$ cat config.mk
export PLATFORM = sky130hd
export DESIGN_NAME = bcd_conv_sched
export DESIGN_NICKNAME = d
export VERILOG_FILES = /design/src/rtl/bcd_conv_sched.sv
export SDC_FILE = /design/constraint.sdc
export NUM_CORES = 1
export LEC_CHECK = 0
export ABC_AREA = 1
export BUFFER_PORTS_ARGS = -buffer_cell sky130_fd_sc_hd__buf_2
export CAP_MARGIN = 10
export CORE_MARGIN = 2
export CORE_UTILIZATION = 37
export DETAILED_ROUTE_END_ITERATION = 12
export SYNTH_ARGS = -nofsm -noshare
export SYNTH_HDL_FRONTEND = slang
export SYNTH_SLANG_ARGS = --single-unit
$ cat constraint.sdc
create_clock -name clk -period 3.4 [get_ports clk]
set_input_delay 0.68 -clock clk [delete_from_list [all_inputs] [get_ports clk]]
set_output_delay 0.68 -clock clk [all_outputs]
set_load 0.01 [all_outputs]
$ cat src/rtl/bcd_conv_sched.sv
// Shared serial binary-to-BCD converter (double-dabble, one bit per clock)
// fronted by a round-robin arbiter over NREQ requesters.
module bcd_conv_sched #(
  parameter int unsigned NREQ = 2,
  parameter int unsigned IDW  = 3
) (
  input  logic                 clk,
  input  logic                 reset,
  input  logic [NREQ-1:0]      req,
  input  logic [16*NREQ-1:0]   bin_in,
  output logic [NREQ-1:0]      grant,
  output logic                 busy,
  output logic                 valid,
  output logic [IDW-1:0]       id_out,
  output logic [15:0]          bcd_out,
  output logic                 ovf
);

  localparam int unsigned DW = 16;
  localparam int unsigned CW = 4;

  typedef enum logic {IDLE, SHIFT} state_t;

  state_t          state, state_next;
  logic [DW-1:0]   opnd, opnd_next;
  logic [DW-1:0]   acc, acc_next, acc_adj, acc_sh;
  logic [CW-1:0]   cnt, cnt_next;
  logic [IDW-1:0]  cur_id, cur_id_next;
  logic [IDW-1:0]  last, last_next;
  logic            ovf_pend, ovf_pend_next;
  logic [NREQ-1:0] grant_next;
  logic            busy_next, valid_next, ovf_next;
  logic [IDW-1:0]  id_next;
  logic [DW-1:0]   bcd_next;

  logic [NREQ-1:0] rot;
  logic            win_found;
  logic [IDW-1:0]  win_id;
  logic [DW-1:0]   win_opnd;

  // Round-robin pick: rotate req so that last+1 sits at bit 0, take lowest set bit.
  always_comb begin
    rot       = NREQ'({req, req} >> (int'(last) + 1));
    win_found = 1'b0;
    win_id    = '0;
    win_opnd  = '0;
    for (int j = 0; j < int'(NREQ); j++) begin
      if (!win_found && rot[j]) begin
        win_found = 1'b1;
        win_id    = IDW'((int'(last) + 1 + j) % int'(NREQ));
      end
    end
    for (int i = 0; i < int'(NREQ); i++) begin
      if (IDW'(i) == win_id) win_opnd = bin_in[i*16 +: 16];
    end
  end

  // Add-3 correction on every digit >= 5, then shift in the next operand bit.
  always_comb begin
    for (int d = 0; d < 4; d++) begin
      acc_adj[d*4 +: 4] = (acc[d*4 +: 4] >= 4'd5) ? 4'(acc[d*4 +: 4] + 4'd3)
                                                 : acc[d*4 +: 4];
    end
    acc_sh = DW'({acc_adj, opnd[DW-1]});
  end

  always_ff @(posedge clk or posedge reset) begin
    if (reset) state <= IDLE;
    else       state <= state_next;
  end

  always_comb begin
    state_next = state;
    case (state)
      IDLE:    if (win_found)      state_next = SHIFT;
      SHIFT:   if (cnt == '0)      state_next = IDLE;
      default:                     state_next = IDLE;
    endcase
  end

  always_comb begin
    opnd_next     = opnd;
    acc_next      = acc;
    cnt_next      = cnt;
    cur_id_next   = cur_id;
    last_next     = last;
    ovf_pend_next = ovf_pend;
    grant_next    = '0;
    valid_next    = 1'b0;
    busy_next     = busy;
    bcd_next      = bcd_out;
    ovf_next      = ovf;
    id_next       = id_out;
    case (state)
      IDLE: begin
        if (win_found) begin
          opnd_next     = win_opnd;
          acc_next      = '0;
          cnt_next      = CW'(15);
          cur_id_next   = win_id;
          last_next     = win_id;
          ovf_pend_next = (win_opnd >= 16'd10000);
          grant_next    = NREQ'(1) << win_id;
          busy_next     = 1'b1;
        end
      end
      SHIFT: begin
        acc_next  = acc_sh;
        opnd_next = opnd << 1;
        cnt_next  = cnt - CW'(1);
        if (cnt == '0) begin
          bcd_next   = acc_sh;
          ovf_next   = ovf_pend;
          id_next    = cur_id;
          valid_next = 1'b1;
          busy_next  = 1'b0;
        end
      end
      default: ;
    endcase
  end

  always_ff @(posedge clk or posedge reset) begin
    if (reset) begin
      opnd     <= '0;
      acc      <= '0;
      cnt      <= '0;
      cur_id   <= '0;
      last     <= IDW'(NREQ - 1);
      ovf_pend <= 1'b0;
      grant    <= '0;
      busy     <= 1'b0;
      valid    <= 1'b0;
      bcd_out  <= '0;
      ovf      <= 1'b0;
      id_out   <= '0;
    end else begin
      opnd     <= opnd_next;
      acc      <= acc_next;
      cnt      <= cnt_next;
      cur_id   <= cur_id_next;
      last     <= last_next;
      ovf_pend <= ovf_pend_next;
      grant    <= grant_next;
      busy     <= busy_next;
      valid    <= valid_next;
      bcd_out  <= bcd_next;
      ovf      <= ovf_next;
      id_out   <= id_next;
    end
  end

endmodule
==> impl_results.md <==
* HPWL after DPL at 4.47 mm
* Area grow syn2layout at 16.4%
* Fraction of registers with async set/reset at 100%
* Io pins at 60
* Synth unique cells at 28
* Run status: finished clean
* Area of the multi-input gates at 1230 µm²
* Placer Congestion at 0.826
* Congestion Overflow GR at 0
* Power, Total at 3.07 mW
* Rel. slew slack at 58.3%
* Peak supply drop at 0.000235 V
* Place WS at 1360 ps
* Root Driver: clkbuf_8
* Syn. warnings at 0
* Worst hold path type: in2async
* Crit path launch type: flip-flop
* Period utilization at 52.9%
* CTS tree: built
* Number of synthesized flops with an enable pin at 0
* Worst Path Arrival at 2050 ps
* Hold buffer count at cts at 0
* Area of the mapped netlist at 3020 µm²
* Drt first pass iters at 4
* Cell Area, Placed at 3350 µm²
* Post_cts resized at 0
* Number of H-tree levels at 3
* Vias/cell at 4.73
* Seq/Total Area, Yosys at 51.4%
* Post-route ant nets at 0
* Post-CTS Setup Inserts at 0
* Final non-filler cell total at 522
* Synth Instances at 359
* Via count at 2470
* CP endpoint kind: flip-flop
* Achievable frequency at 556 MHz
* Largest net degree at the start of global routing at 45
* Worst r2r src: state$_DFF_PP0_
* Final setup fails at 0
* DIE AREA at 8910 µm²
* Clock-pin slew on the worst setup and hold paths at 60 ps
* Row count at 32
* RSZ-0062 raised after global routing: no
* Vias in the first global route at 2409
* CP Data Required Time at 3650 ps
* Fin nets at 460
* Initial antenna violation count at 0
* Final worst slack at 1600 ps
* PortBufs at 57
* Fill cells at 788
* Core area at 7810 µm²
* Worst Clk Skew at 7.05 ps
* Worst-Margin Slew at 624 ps
* First-pass GRT wire length at 11.1 mm
* WHS at 321 ps
* Design Area, Final at 3520 µm²
* Clock Path Buffers at 2
* Max-slew violation total from the final report at 0
* Synth Area per Inst at 8.42 µm²
* CP Max Fanout at 24
* WL per Instance at 12.2 µm
* DRC Markers at 0
* Leakage at 1.84 nW
* TritonCTS buffer count at 9
* Total GRT Usage at 16.1%
* Post-synthesis sequential element count at 62
* Fin. Hold Viols at 0
* Max-cap check violation count at 0
* Die width at 94.4 µm
* DRT iter0 DRCs at 114
* Post-Route WL at 6.35 mm
* Post-Place Cells at 506
* Post-layout min period at 1800 ps
* Antenna diode count at 0
* Crit. Startpoint: state$_DFF_PP0_
* Final core utilization at 45.0%
* Layout cells sized above 1 at 21.2%
* Reg area at 1550 µm²
* PD cells at 874 nW/µm²
* Clock Sinks at 62
* Setup TNS at 0 ps
* Initial core utilization at 38.7%
* Crit path kind: reg2reg
* DIE HEIGHT at 94.4 µm
* Ys flop type: dfrtp_1
* Worst skew pair latency at 340 ps
kinds of logic after synthesis:
family | count (synthesis) | share of synthesized area, %
xor gates and xnor gates | 4 | 1.16
adders and majority gates | 9 | 3.73
AOI/OAI and AO/OA | 63 | 11.6
DFF | 62 | 51.4
buffers and inverters | 50 | 7.91
other | 1 | 0.124
and+or+nand+nor | 170 | 24.1
worst max-delay path: stages, from the launching register on:
cell	delay, ps
dfrtp_1	360
buf_4	220
inv_2	280
nand2_2	320
inv_2	340
nand2_1	90
o211ai_1	100
worst paths after layout:
check / depth (start not counted) / slack, ps / end
setup / recovery: 6 / 1600 / opnd[3]$_DFFE_PP0P_
hold / removal: 2 / 320 / bcd_out[12]$_DFFE_PP0P_
setup reg to reg: 6 / 1600 / opnd[3]$_DFFE_PP0P_
hold reg to reg: 2 / 470 / ovf$_DFFE_PP0P_
max in group asynchronous: 3 / 2190 / last[0]$_DFFE_PP1P_
min in group clk: 2 / 470 / ovf$_DFFE_PP0P_
Yosys cell counts (all sizes together), types with 4 or more instances:
cell	n	share of area, %
dfrtp	61	51
inv	34	4.2
nor2	18	2.6
o211ai	6	1.5
nand3	26	4.7
nand2	119	15
buf	13	3.3
or2	5	1.0
a21oi	4	0.66
ha	9	3.7
o22ai	15	3.1
o21ai	37	6.1
xor2	4	1.2
per-layer routing:
layer	vias up	track usage, %	part of all wire [%]
li1	1270	-	-
met3	12	3.27	5.0
met1	1127	22.4	51
met5	-	0	0
met4	0	7.97	1.9
met2	61	24.0	43
state kept, by name, summed over array words and instances, names as in the netlist:
name and cells:
acc 16, bcd_out 16, opnd 16, cnt 4, grant 2, busy 1, cur_id 1, id_out 1
last 1, ovf 1, ovf_pend 1, state 1, valid 1
layout make-up:
cell class / instances / area share, %
inverter: 35 / 3.74
multi-input combinational: 248 / 35.1
clock buffer: 15 / 4.73
sequential: 62 / 44.1
timing repair buffer: 59 / 8.54
clock inverter: 1 / 0.142
tap: 102 / 3.63
cell usage in the layout (no fill, tap or decap), types with 4 or more instances in the layout:
cell type  count
a21oi_1        4
buf_2         57
clkbuf_1       4
clkbuf_8      11
dfrtp_1       61
ha_1           9
inv_1         29
inv_2          5
nand2_1      115
nand3_1       25
nor2_1        16
o211ai_1       6
o21ai_0       37
o22ai_1       15
or2_2          5
xor2_1         4
where the power goes:
| group | total [mW] | switching [mW] | internal [mW] |
|---|---|---|---|
| logic | 1.26 | 0.784 | 0.478 |
| registers | 1.24 | 0.165 | 1.07 |
| clock network | 0.574 | 0.269 | 0.305 |
No activity file was read; power rests on OpenSTA's default activity.
